[config.mk]
export PLATFORM = sky130hd
export DESIGN_NAME = rs232_stream_tx
export DESIGN_NICKNAME = d
export VERILOG_FILES = /design/src/rtl/rs232_stream_tx.sv
export SDC_FILE = /design/constraint.sdc
export NUM_CORES = 1
export LEC_CHECK = 0
export CORE_MARGIN = 1
export CORE_UTILIZATION = 48
export CTS_CLUSTER_DIAMETER = 120
export CTS_CLUSTER_SIZE = 14
export DETAILED_ROUTE_END_ITERATION = 16
export PLACE_DENSITY = 0.79
export SYNTH_ARGS = -nofsm -noshare
export SYNTH_HDL_FRONTEND = slang
export SYNTH_SLANG_ARGS = --single-unit
[constraint.sdc]
create_clock -name clk -period 2.4 [get_ports clk]
set_clock_uncertainty 0.1 [all_clocks]
set_input_delay 0.48 -clock clk [delete_from_list [all_inputs] [get_ports clk]]
set_output_delay 0.48 -clock clk [all_outputs]
set_load 0.05 [all_outputs]
[src/rtl/rs232_stream_tx.sv]
// ============================================================================
// Module      : rs232_stream_tx
// Description : Stream-to-UART transmitter, 8N1. One byte is taken per
//               stdin_stb/stdin_ack handshake.
// Revision    : 1.0 - initial release
// ============================================================================
`timescale 1ns/1ps
`default_nettype none

module rs232_stream_tx #(
   parameter int CLOCK_FREQUENCY = 100000000,
   parameter int BAUD_RATE       = 115200
) (
   input  logic        clk,
   input  logic        rst,
   input  logic [31:0] stdin,
   input  logic        stdin_stb,
   output logic        stdin_ack,
   output logic        tx
);

   localparam int C_DIVIDER = CLOCK_FREQUENCY / BAUD_RATE;
   localparam int C_CNT_W   = (C_DIVIDER > 2) ? $clog2(C_DIVIDER) : 1;
   localparam logic [C_CNT_W-1:0] C_CNT_LAST = C_CNT_W'(C_DIVIDER - 1);

   typedef enum logic [1:0] {
      S_IDLE  = 2'd0,
      S_START = 2'd1,
      S_DATA  = 2'd2,
      S_STOP  = 2'd3
   } state_t;

   state_t               r_state, w_state_nxt;
   logic [C_CNT_W-1:0]   r_cnt, w_cnt_nxt;
   logic [2:0]           r_bit_idx, w_bit_idx_nxt;
   logic [7:0]           r_data, w_data_nxt;
   logic                 r_tx, w_tx_nxt;
   logic                 r_ack, w_ack_nxt;
   logic                 w_bit_end;
   logic                 w_unused_hi;

   // Upper stream bits carry nothing for the serial line.
   assign w_unused_hi = ^stdin[31:8];

   assign w_bit_end = (r_cnt == C_CNT_LAST);
   assign stdin_ack = r_ack;
   assign tx        = r_tx;

   always_ff @(posedge clk or negedge rst) begin
      if (!rst) begin
         r_state   <= S_IDLE;
         r_cnt     <= '0;
         r_bit_idx <= '0;
         r_data    <= '0;
         r_tx      <= 1'b1;
         r_ack     <= 1'b0;
      end else begin
         r_state   <= w_state_nxt;
         r_cnt     <= w_cnt_nxt;
         r_bit_idx <= w_bit_idx_nxt;
         r_data    <= w_data_nxt;
         r_tx      <= w_tx_nxt;
         r_ack     <= w_ack_nxt;
      end
   end

   always_comb begin
      w_state_nxt   = r_state;
      w_cnt_nxt     = r_cnt;
      w_bit_idx_nxt = r_bit_idx;
      w_data_nxt    = r_data;
      w_tx_nxt      = r_tx;
      w_ack_nxt     = 1'b0;

      case (r_state)
         S_IDLE: begin
            w_tx_nxt  = 1'b1;
            w_ack_nxt = 1'b1;
            // A transfer needs the ack already visible to the producer.
            if (stdin_stb && r_ack) begin
               w_data_nxt  = stdin[7:0];
               w_ack_nxt   = 1'b0;
               w_tx_nxt    = 1'b0;
               w_cnt_nxt   = '0;
               w_state_nxt = S_START;
            end
         end
         S_START: begin
            if (w_bit_end) begin
               w_cnt_nxt     = '0;
               w_bit_idx_nxt = 3'd0;
               w_tx_nxt      = r_data[0];
               w_state_nxt   = S_DATA;
            end else begin
               w_cnt_nxt = r_cnt + C_CNT_W'(1);
            end
         end
         S_DATA: begin
            if (w_bit_end) begin
               w_cnt_nxt = '0;
               if (r_bit_idx == 3'd7) begin
                  w_tx_nxt    = 1'b1;
                  w_state_nxt = S_STOP;
               end else begin
                  w_bit_idx_nxt = r_bit_idx + 3'd1;
                  w_tx_nxt      = r_data[r_bit_idx + 3'd1];
               end
            end else begin
               w_cnt_nxt = r_cnt + C_CNT_W'(1);
            end
         end
         S_STOP: begin
            w_tx_nxt = 1'b1;
            if (w_bit_end) begin
               w_cnt_nxt   = '0;
               w_ack_nxt   = 1'b1;
               w_state_nxt = S_IDLE;
            end else begin
               w_cnt_nxt = r_cnt + C_CNT_W'(1);
            end
         end
         default: begin
            w_tx_nxt    = 1'b1;
            w_cnt_nxt   = '0;
            w_state_nxt = S_IDLE;
         end
      endcase
   end

endmodule

`default_nettype wire

Yosys cells after proc, flatten, opt, wreduce, memory -nomap -nowiden. Index checks and enable logic that the tools add are counted.

Bits of input ports: 35. Output and inout port bits: 2. Flip-flop bits (word level): 25. Word-level logic and storage cells: 50.

Add/sub/neg operators: 2. Magnitude comparators: 1. Muxes and demuxes: 22. Reduce and logical (&&, ||, !) cells: 8. Eq/ne operators: 11.

Operators by type and width (count): $mux W10 (2); $pmux W10 S2 (1); $ne A2 B2 Y1 const B (6); $add A10 B1 Y10 const B (1); $eq A10 B10 Y1 const B (1); $mux W2 (5); $mux W3 (3); $pmux W2 S4 (1); $mux W1 (6); $pmux W3 S2 (1); $reduce_and A5 Y1 (1); $eq A2 B2 Y1 const B (2); $lt A3 B4 Y1 const B (1); $pmux W1 S4 (1); $reduce_and A2 Y1 (2); $reduce_and A4 Y1 (1); $add A3 B1 Y3 const B (1); $bmux W1 S3 (1); $eq A3 B3 Y1 const B (1); $reduce_or A3 Y1 (1); $eq A2 B1 Y1 const B (1); $logic_not A2 Y1 (1); $pmux W1 S2 (1); $reduce_bool A2 Y1 (1); $logic_and A1 B1 Y1 (1).

Logic depth before layout (Yosys ltp). Gate-level depths: netlist (run 1).

Depth in word-level cells: 6. Mapped depth: 7. Gate-level depth less buffers: 6.

Least setup slack after synthesis (run 1). Ideal clock, no wire load.

Path type: reg-to-reg. Start point: register r_state[0]. End point: register r_state[1]. Data arrival time: 1.751 ns. Setup slack: 0.424 ns. Cell stages (with the launch flop): 7. Clock period less this slack: 1.976 ns. Required time: 2.175 ns. Buffers on the path: 1. Setup time: 0.125 ns. Cell sequence: dfrtp_1 -> inv_1 -> ha_1 -> buf_6 -> or3_4 -> a221oi_4 -> mux2_4.

Longest elaborated chain between the ends: 3. Elaborated cells on any way between the ends: 11. Those cells by class: eq/ne (8); mux (1); reduce/logical (2).

Ends and longest elaborated chain: start, declared (RTL line 33) `state_t r_state, w_state_nxt;`; start signal, assigned (RTL line 58) `r_state <= w_state_nxt;`; $eq A2 B2 Y1, or another cell as far along (RTL line 75) `case (r_state)`; $ne A2 B2 Y1 (no line); $reduce_and A5 Y1 (no line).

Parallel ways exist; a longest one is shown, timed or not. A chain may end at the register's enable or synchronous reset.

Worst setup path after layout (run 1).
Start point: register r_tx, in the netlist tx. End point: output tx.

RTL lines: start, declared (RTL line 37) `logic r_tx, w_tx_nxt;`; start signal, assigned (RTL line 62) `r_tx <= w_tx_nxt;`; end, declared (RTL line 19) `output logic tx`.

No word-level cell between the ends.

==> results of run 1 <==
logic make-up (layout without fill, tap and decap cells):
| group | count (synthesis) | in the layout | synth area share |
|---|---|---|---|
| fa+ha+maj | 8 | 8 | 0.0690 |
| simple gates | 49 | 49 | 0.186 |
| xor+xnor | 2 | 2 | 0.0121 |
| mux | 13 | 13 | 0.121 |
| buf+inv | 7 | 21 | 0.0293 |
| flops | 25 | 25 | 0.432 |
| compound gates | 29 | 29 | 0.151 |
cell type report:
type                       instances  area share
multi-input combinational        101       0.481
sequential                        25       0.386
timing repair buffer              14      0.0833
tap                               31      0.0239
clock buffer                       3      0.0139
inverter                           3     0.00694
clock inverter                     1     0.00463
sequential cells by signal (all words and copies together), names as in the netlist:
name / count
r_cnt: 10
r_data: 8
stdin_ack: 1
tx: 1
r_bit_idx: 3
r_state: 2
power groups by stage:
stage | logic (uW) | clock network (uW) | registers, uW
6_report | 25.7 | 194 | 421
3_5_place_dp | 26.4 | 0 | 429
3_3_place_gp | 25.3 | 0 | 429
5_1_grt | 28.7 | 216 | 422
2_1_floorplan | 0.154 | 0 | 429
4_1_cts | 26.6 | 204 | 421
per-layer routing:
metal,GRT usage,vias up,routed length [um]
met5,0,-,0
met4,0.0557,0,23
met3,0.0408,4,90
met2,0.311,20,1430
met1,0.265,542,1240
li1,-,525,-
stage by stage:
step	hold WS (ns)	util	total power, uW	instance area, um^2	std cells
finish	0.397	0.579	641	1620	178
global route	0.442	0.579	666	1620	178
CTS	0.412	0.579	652	1620	178
detailed placement	0.391	0.568	456	1590	174
global placement	0.381	0.568	454	1590	174
floorplan	0.0844	-	429	1450	133
path summary, 6_finish.rpt:
kind	cells after the start	endpoint	slack (ns)
max in group asynchronous	2	r_data[7]$_DFFE_PN0P_	1.19
min reg2reg	1	r_data[7]$_DFFE_PN0P_	0.42
max	1	tx	0.14
min	1	r_cnt[1]$_DFFE_PN0N_	0.40
max reg2reg	5	tx$_DFFE_PN1P_	0.31
min in group clk	1	r_data[7]$_DFFE_PN0P_	0.42
placed cells by master (no fill, tap or decap), types with 2 or more instances in the layout:
cell type        synthesis  final
inv_1                    3      3
ha_1                     8      8
a31oi_1                  5      5
nor2_1                  10     10
a22o_1                   2      2
mux2_2                   9      9
o21ai_0                 10     10
a41oi_1                  2      2
clkbuf_4                 0      3
buf_4                    0      2
a21oi_1                  4      4
and3b_1                  2      2
xnor2_1                  2      2
nand3_1                 12     12
dfrtp_1                 24     24
clkdlybuf4s50_1          0     12
nand2_1                 12     12
==> results.toml, run 1 <==
[timing]
fmax_mhz = 442
min_period_ns = 2.26
rsz0062_at_grt = "no"
fin_crit_sh = 0.944
setup_tns_ns = 0
finalSetupViolations = 0
slew_headroom = 0.606
layout_setup_ws_ns = 0.135
hold_violations = 0
tightest_slew_ns = 0.589
report.final.slew_viol_count = 0

[critical_path]
critPathMaxFanout = 2
required_ns = 1.82
cpLargestDelayFamily = "buffers and inverters"
worstPathCellList = "clkdlybuf4s50_1"
timing.critical_path.buf_inv = 1
max_stage_delay_ns = 0.79
cp_slowest_cell = "clkdlybuf4s50_1"
worstSetupPathType = "reg -> out"
r2r-start = "r_bit_idx[0]$_DFFE_PN0P_"
start_kind = "flip-flop"
startpoint = "tx$_DFFE_PN1P_"
end_kind = "output pin"
critPathArrivalTime_ns = 1.68

[synth]
synthTopCellsByCount = "dfrtp_1, nand2_1, nand3_1, nor2_1, o21ai_0"
synth_most_common_cell = "dfrtp_1"
async_flop_share = 1.00
ys_types = 41
synth_top_area_frac = 0.414
synthCells = 133
ys_seq_elements = 25
synthTopCellsByArea = "dfrtp_1, mux2_2, ha_1, nand3_1, o21ai_0"
yosysTopAreaCell = "dfrtp_1"
ys_warn_count = 0
synth_ff_type = "dfrtp_1"
synth_edf_count = 0
synth_area_um2 = 1450
yosysSeqAreaShare = 0.432
synth_nets = 176
avgSynthCellArea_um2 = 10.9

[finish]
layout-drive-gt1-share = 0.170
diodes = 0
area_delta_synth_final_pct = 11.9
fill_cells = 237
multi_input_area_um2 = 781
ff_latch_area_um2 = 627
final_nets = 191

[power]
swShare = 0.219
power_density_nw_per_um2 = 395
pwr-share-comb = 0.040
p_leak_uw = 0.000721
ir_drop_mv = 0.327
seqPwrFrac = 0.657
p_sw_uw = 140
internal_power_uw = 500
power_frac_clock = 0.302

[clock_tree]
clock-root-buffer = "clkbuf_4"
cts.clk_slew.worst_paths_ns = 0.14
holdBufCountCts = 0
cts_setup_buffers = 0
cts_buffers = 3
clock-sinks = 25
cts_resized = 0
clockBufferDepth = 2
clkLatencyLatePin_ns = 0.33
tritoncts = "yes"
htreeDepth = 1

[global_routing]
antenna_found_initial = 0
grt-ovfl-total = 0
grt_max_degree = 16
grtUsageTotal = 0.193
grt_pass1_vias = 1098
grt_pass1_wl_mm = 4.86

[die]
fp-row-count = 19
die_x_um = 57.0
dieArea_um2 = 3250
core_area_um2 = 2810
start_util = 0.517
die_h_um = 57.0
ios = 37

[job]
cap_viol_max_count = 0

[outcome]
status = "finished, final reports clean"

[place]
io_buffers = 12
gp_congestion = 0.840
dp_slack_ns = 0.286
hpwl_mm = 2.15

[drt]
wire_per_inst_um = 15.6
drc = 0
drt_iter0_drc = 36
wirelength_mm = 2.79
vias = 1091
firstDrtPassIters = 4
avgViaCountPerCell = 6.13
ant_nets = 0

[worst_hold_path]
hp-class = "in -> async"
No activity file was read; power rests on OpenSTA's default activity.
==> run 2, diff against run 1 <==
--- a/config.mk
+++ b/config.mk
@@ -14,3 +14,4 @@
 export SYNTH_ARGS = -nofsm -noshare
 export SYNTH_HDL_FRONTEND = slang
 export SYNTH_SLANG_ARGS = --single-unit
+export TNS_END_PERCENT = 30
==> results of run 2 <==
No change in the layout: final DEF, timing and power equal those of run 1.
